### config.mk
export PLATFORM = sky130hd
export DESIGN_NAME = intr_ctrl
export DESIGN_NICKNAME = d
export VERILOG_FILES = /design/src/rtl/intr_ctrl.sv
export SDC_FILE = /design/constraint.sdc
export NUM_CORES = 1
export LEC_CHECK = 0
export ABC_CLOCK_PERIOD_IN_PS = 1200
export CAP_MARGIN = 5
export CORE_MARGIN = 5
export CORE_UTILIZATION = 37
export CTS_BUF_LIST = sky130_fd_sc_hd__clkbuf_16
export DETAILED_ROUTE_END_ITERATION = 10
export GPL_ROUTABILITY_DRIVEN = 0
export GPL_TIMING_DRIVEN = 1
export PLACE_DENSITY_LB_ADDON = 0.3
export SETUP_SLACK_MARGIN = 0.5
export SLEW_MARGIN = 20
export SYNTH_ARGS = -nofsm -noshare
export SYNTH_HDL_FRONTEND = slang
export SYNTH_SLANG_ARGS = --single-unit
### constraint.sdc
create_clock -name clk -period 1.2 [get_ports clk]
set_clock_uncertainty 0.05 [all_clocks]
set_input_delay 0.18 -clock clk [delete_from_list [all_inputs] [get_ports clk]]
set_output_delay 0.18 -clock clk [all_outputs]
set_load 0.03 [all_outputs]
### src/rtl/intr_ctrl.sv
// Prioritised interrupt controller: edge-latched pending bits, enable mask,
// single interrupt line with assert/acknowledge/service handshake and an ID port.
module intr_ctrl #(
    parameter int unsigned NSRC = 4
) (
    input  logic            clk,
    input  logic            rst,
    input  logic [NSRC-1:0] irq_in,
    input  logic            en_wr,
    input  logic [7:0]      data_in,
    input  logic            id_rd,
    input  logic            ack,
    output logic            intr,
    output logic [7:0]      id_out,
    output logic [NSRC-1:0] pend_out,
    output logic [NSRC-1:0] en_out
);

    localparam int unsigned IDX_W = 3;

    typedef enum logic [1:0] {
        IDLE    = 2'd0,
        REQ     = 2'd1,
        SERVICE = 2'd2
    } state_t;

    state_t            state;
    state_t            state_nxt;
    logic [NSRC-1:0]   pending;
    logic [NSRC-1:0]   enable;
    logic [NSRC-1:0]   irq_prev;
    logic [NSRC-1:0]   rise_c;
    logic [NSRC-1:0]   eligible_c;
    logic [NSRC-1:0]   clr_mask_c;
    logic              any_elig_c;
    logic [IDX_W-1:0]  win_idx_c;
    logic [IDX_W-1:0]  index;
    logic [IDX_W-1:0]  index_nxt;
    logic              intr_nxt;
    logic              clr_c;
    logic [7:0]        id_nxt;
    logic              data_unused_c;

    // Upper data_in bits are only meaningful when NSRC is 8.
    assign data_unused_c = ^data_in;

    assign rise_c     = irq_in & ~irq_prev;
    assign eligible_c = pending & enable;
    assign any_elig_c = |eligible_c;
    assign clr_mask_c = clr_c ? (NSRC'(1) << index) : '0;

    assign pend_out = pending;
    assign en_out   = enable;

    // Lowest-numbered eligible source wins.
    always_comb begin
        win_idx_c = '0;
        for (int i = int'(NSRC) - 1; i >= 0; i--) begin
            if (eligible_c[i]) begin
                win_idx_c = IDX_W'(i);
            end
        end
    end

    // State register.
    always_ff @(posedge clk or posedge rst) begin
        if (rst) begin
            state <= IDLE;
        end else begin
            state <= state_nxt;
        end
    end

    // Next-state logic; ack beats an eligible drop in REQ.
    always_comb begin
        state_nxt = state;
        case (state)
            IDLE:    if (any_elig_c) state_nxt = REQ;
            REQ: begin
                if (ack) begin
                    state_nxt = SERVICE;
                end else if (!any_elig_c) begin
                    state_nxt = IDLE;
                end
            end
            SERVICE: if (id_rd) state_nxt = IDLE;
            default: state_nxt = IDLE;
        endcase
    end

    // Output/datapath next values, registered below.
    always_comb begin
        intr_nxt  = 1'b0;
        index_nxt = index;
        clr_c     = 1'b0;
        case (state)
            IDLE: intr_nxt = any_elig_c;
            REQ: begin
                if (ack) begin
                    index_nxt = win_idx_c;
                end else begin
                    intr_nxt = any_elig_c;
                end
            end
            SERVICE: clr_c = id_rd;
            default: ;
        endcase
        id_nxt = (state_nxt == SERVICE) ? {1'b1, 4'b0000, index_nxt} : 8'h00;
    end

    // Registered outputs, pending/enable registers and edge detector.
    always_ff @(posedge clk or posedge rst) begin
        if (rst) begin
            intr     <= 1'b0;
            index    <= '0;
            id_out   <= 8'h00;
            pending  <= '0;
            enable   <= '1;
            irq_prev <= '0;
        end else begin
            intr     <= intr_nxt;
            index    <= index_nxt;
            id_out   <= id_nxt;
            // A new rise wins over a same-cycle clear.
            pending  <= (pending & ~clr_mask_c) | rise_c;
            irq_prev <= irq_in;
            if (en_wr) begin
                enable <= data_in[NSRC-1:0];
            end
        end
    end

endmodule

# After elaboration in Yosys (flattened, before gate mapping)

Cells that the tools add are included.
Widths: inputs -> output; s select.

Output and inout bits: 17
Input bits: 17
Word-level logic and storage cells: 35
Bits in registers: 26

Shifts and indexed selects: 1
Equal/unequal tests: 3
Reductions and logical operators: 2
Mux-type cells: 16
Bitwise operators: 6

Operators by type and width:

| kind                | count |
|---|---|
| $mux 3              | 5 |
| $and 4x4->4         | 3 |
| $mux 2              | 5 |
| $mux 8              | 1 |
| $not 4->4           | 2 |
| $pmux 2 s3          | 1 |
| $eq 2x2->1 const B  | 2 |
| $mux 4              | 1 |
| $or 4x4->4          | 1 |
| $reduce_or 4->1     | 1 |
| $shl 1x3->4 const A | 1 |
| $eq 2x1->1 const B  | 1 |
| $logic_not 2->1     | 1 |
| $mux 1              | 2 |
| $pmux 1 s2          | 1 |

# Depth between registers and ports, before layout

Word-level depth: 8
Mapped depth: 4
Gate-level depth less buffers: 4

# Worst setup path before layout

Ideal clock, no wire load.

Kind: register to register
Start: register enable[2], in the netlist en_out[2]
End: register id_out[0]
Data required time: 1.031 ns
Data arrival time: 1.250 ns
Period minus slack after synthesis: 1.419 ns
Setup time: 0.119 ns
Stages on the path, launching flop included: 5
Path slack: -0.219 ns
Buffers on the path: 0
Cell sequence: dfstp_2 > nand2_1 > a32o_1 > a22o_1 > and2_1

Longest elaborated chain between the ends: 7
Elaborated cells between the ends (all ways): 13
Those cells by class: 1 x eq/ne; 10 x mux; 1 x bitwise; 1 x reduce/logical

RTL lines:

| what                     | RTL line | source |
|---|---|---|
| start: declaration       | 30       | `logic [NSRC-1:0] enable;` |
| start signal: assignment | 128      | `enable <= data_in[NSRC-1:0];` |
| $and 4x4->4              | 48       | `assign eligible_c = pending & enable;` |
| $mux 3 (3 in a row)      | 59       | `if (eligible_c[i]) begin` |
| $mux 3                   | 99       | `if (ack) begin` |
| $mux 3                   | 96       | `case (state)` |
| named net index_nxt[0]   | 38       | `logic [IDX_W-1:0] index_nxt;` |
| $mux 8                   | 108      | `id_nxt = (state_nxt == SERVICE) ? {1'b1, 4'b0000, index_nxt} : 8'h00;` |
| named net id_nxt[0]      | 41       | `logic [7:0] id_nxt;` |
| end signal: assignment   | 123      | `id_out <= id_nxt;` |
| end: declaration         | 14       | `output logic [7:0] id_out,` |

The timed path passes the listed nets, and every way through them passes these cells.
A chain may end at the register's enable or synchronous reset.

# Final worst setup path

Ends and elaborated chain as after synthesis.

==> results.yml <==
global_route:
  grt_pass1_wl_mm: 3.215
  grt_max_degree: 23
  overflow: 0
  grt_pass1_vias: 697
  antenna_found_initial: 0
  grt_usage_pct: 12.73
power:
  p_int_uw: 1935
  power_switching_uw: 912.7
  p_total_uw: 2848
  power.leakage_uw: 0.0006539
  ir_worst_vdd_uv: 1015
  p_seq_share_pct: 37.3
  combPwrFrac_pct: 38.0
  power.share.clock_pct: 24.7
  switching_share_pct: 32.05
  powerDensity_nw_per_um2: 2012
route:
  vias: 649
  wirelength_mm: 1.883
  firstDrtPassIters: 4
  drtAntennaViolNets: 0
  wl_per_cell_um: 13.74
  drt_iter0_drc: 4
  via_per_inst: 4.737
  drc: 0
synth:
  syn_area_um2: 859.6
  synth_area_per_cell_um2: 12.83
  synth_seq_cells: 22
  synthCells: 67
  yosysSeqAreaShare_pct: 64.63
  ys_warn_count: 0
  yosysUniqueCellTypes: 18
clock_tree:
  h-tree-depth: 1
  numCtsBuffers: 3
  cts_tree: "yes"
  clock_path_buffers: 2
  cts.sinks: 22
  path_clk_slew_ns: 0.06
  ctsRootBufferMaster: "clkbuf_16"
  clk_latency_ns: 0.26
placed_design:
  hpwl_mm: 1.295
  io_buffers: 25
cells_and_area:
  area_delta_synth_final_pct: 64.63
  n_antenna_cell: 0
  drive_above_1_share_pct: 49.54
  nNetsFinal: 127
critical_path:
  critPathRequiredTime_ns: 1.30
  arrival_ns: 1.40
  crit_path_max_fanout: 3
  path_class: "flop to flop"
  end_kind: "flop"
  cp-start-kind: "flop"
sta:
  period_needed_ns: 1.304
  fin_hold_ws_ns: 0.1880
  grt_setup_unrepaired: "true"
  hold_viol_final: 0
  fin_crit_sh_pct: 108.6
  finalSetupViolCount: 9
  maxClockFrequency_mhz: 767.1
  setup_ws_ns: -0.1035
  maxSlewViolCount: 0
floorplanning:
  io_pins: 34
  dieArea_um2: 3387
  core_um2: 2212
  start_util_pct: 38.86
  die_h_um: 58.20
  rows: 17
  die_x_um: 58.20
hold_path:
  min_path_type: "input port to asynchronous set/reset pin"
flow_run:
  maxCapViolations: 0
outcome:
  status: "finished, violations left"
  violations: "negative setup slack"
cell usage after synthesis:
cell | n | area [um^2]
a21oi_1 | 1 | 5.000
a221oi_1 | 2 | 17.52
a22o_1 | 1 | 8.760
a22oi_1 | 2 | 15.01
a32o_1 | 1 | 10.01
and2_1 | 4 | 25.02
and4bb_1 | 1 | 12.51
buf_4 | 4 | 30.03
conb_1 | 1 | 3.750
dfrtp_1 | 18 | 450.4
dfstp_2 | 4 | 105.1
inv_1 | 6 | 22.52
mux2_1 | 4 | 45.04
nand2_1 | 3 | 11.26
nand2b_1 | 3 | 18.77
nand3b_4 | 1 | 20.02
o21ai_1 | 10 | 50.05
o21ai_2 | 1 | 8.760
per-stage QoR:
step | setup slack, ns | utilization (%) | instances | instance area [um^2] | setup TNS [ns]
global route | -0.1210 | 63.97 | 137 | 1415 | -0.9605
floorplan | -0.1774 | - | 70 | 875.8 | -0.2927
CTS | -0.1088 | 62.61 | 136 | 1385 | -0.3559
finish | -0.1035 | 63.97 | 137 | 1415 | -0.4165
detailed placement | -0.2040 | 53.62 | 129 | 1186 | -1.229
global placement | -0.1699 | 53.62 | 129 | 1186 | -1.137
final timing paths:
| path | from | end | slack [ns] | cells past startpoint |
|---|---|---|---|---|
| max | en_out[2] | id_out[0] | -0.10 | 4 |
| min in group clk | irq_in[3] | irq_prev[3] | 0.33 | 1 |
| min reg2reg | irq_prev[1] | pend_out[1] | 0.35 | 1 |
| max reg2reg | en_out[2] | id_out[0] | -0.10 | 4 |
| max in group asynchronous | rst | en_out[0] | 0.69 | 3 |
| min | rst | irq_prev[1] | 0.19 | 3 |
cell families after synthesis:
kind of cell | share of synthesized area, %
DFF | 64.63
AOI/OAI and AO/OA | 13.39
and+or+nand+nor | 10.19
buffers and inverters | 6.113
muxes | 5.240
other | 0.4363
per-layer routing:
| layer | GRT usage (%) | wire, um |
|---|---|---|
| met1 | 16.43 | 782 |
| met4 | 7.616 | 35 |
| met5 | 0 | 0 |
| met2 | 18.23 | 899 |
| met3 | 4.454 | 166 |
sequential cells by signal, indices dropped and copies added (netlist names):
register	count
en_out	4
id_out	4
irq_prev	4
pend_out	4
index	3
state	2
intr	1
what timing repair did:
action | in CTS | in global routing
endpoints found under the setup margin | 31 | 31
buffers inserted | 3 | 1
resized for setup | 24 | 7
pin swaps | 5 | 2
hold buffers | 0 | 0
critical path: stages (launching register included):
cell and delay (ns):
dfstp_2 0.54, nand2_1 0.05, a32o_1 0.22, a22o_1 0.19
and2_4 0.13
cell usage in the layout, fill, tap and decap left out:
cell,netlist,layout
a22oi_2,0,2
clkdlybuf4s50_1,0,11
dlygate4sd2_1,0,1
conb_1,1,4
nand2b_4,0,2
nand2b_1,3,1
inv_1,6,6
a21oi_1,1,1
buf_12,0,1
mux2_4,0,1
clkinv_1,0,1
a22o_1,1,1
dfrtp_2,0,5
a32o_1,1,1
a221oi_2,0,2
buf_6,0,16
and2_1,4,2
mux2_1,4,3
nand2_1,3,2
dfrtp_1,18,13
nand3b_4,1,1
and2_4,0,2
buf_4,4,10
clkbuf_16,0,3
o21ai_1,10,7
nand2_2,0,1
o21ai_2,1,4
dfstp_2,4,4
and4bb_1,1,1
area by class of cell:
type	count	area (um^2)
clock buffer	3	75.07
clock inverter	1	3.754
fill	173	797.0
inverter	6	22.52
multi-input combinational	38	322.8
sequential	22	561.8
tap	28	35.03
timing repair buffer	39	394.1
power by group through the flow:
| stage | sequential, uW | clock [uW] | combinational, uW |
|---|---|---|---|
| CTS | 1060 | 719 | 1010 |
| floorplan | 1220 | 0 | 280 |
| detailed placement | 1050 | 0 | 812 |
| global placement | 1050 | 0 | 804 |
| finish | 1060 | 704 | 1080 |
| global route | 1090 | 756 | 1150 |
Power figures use the tool's default switching activity.
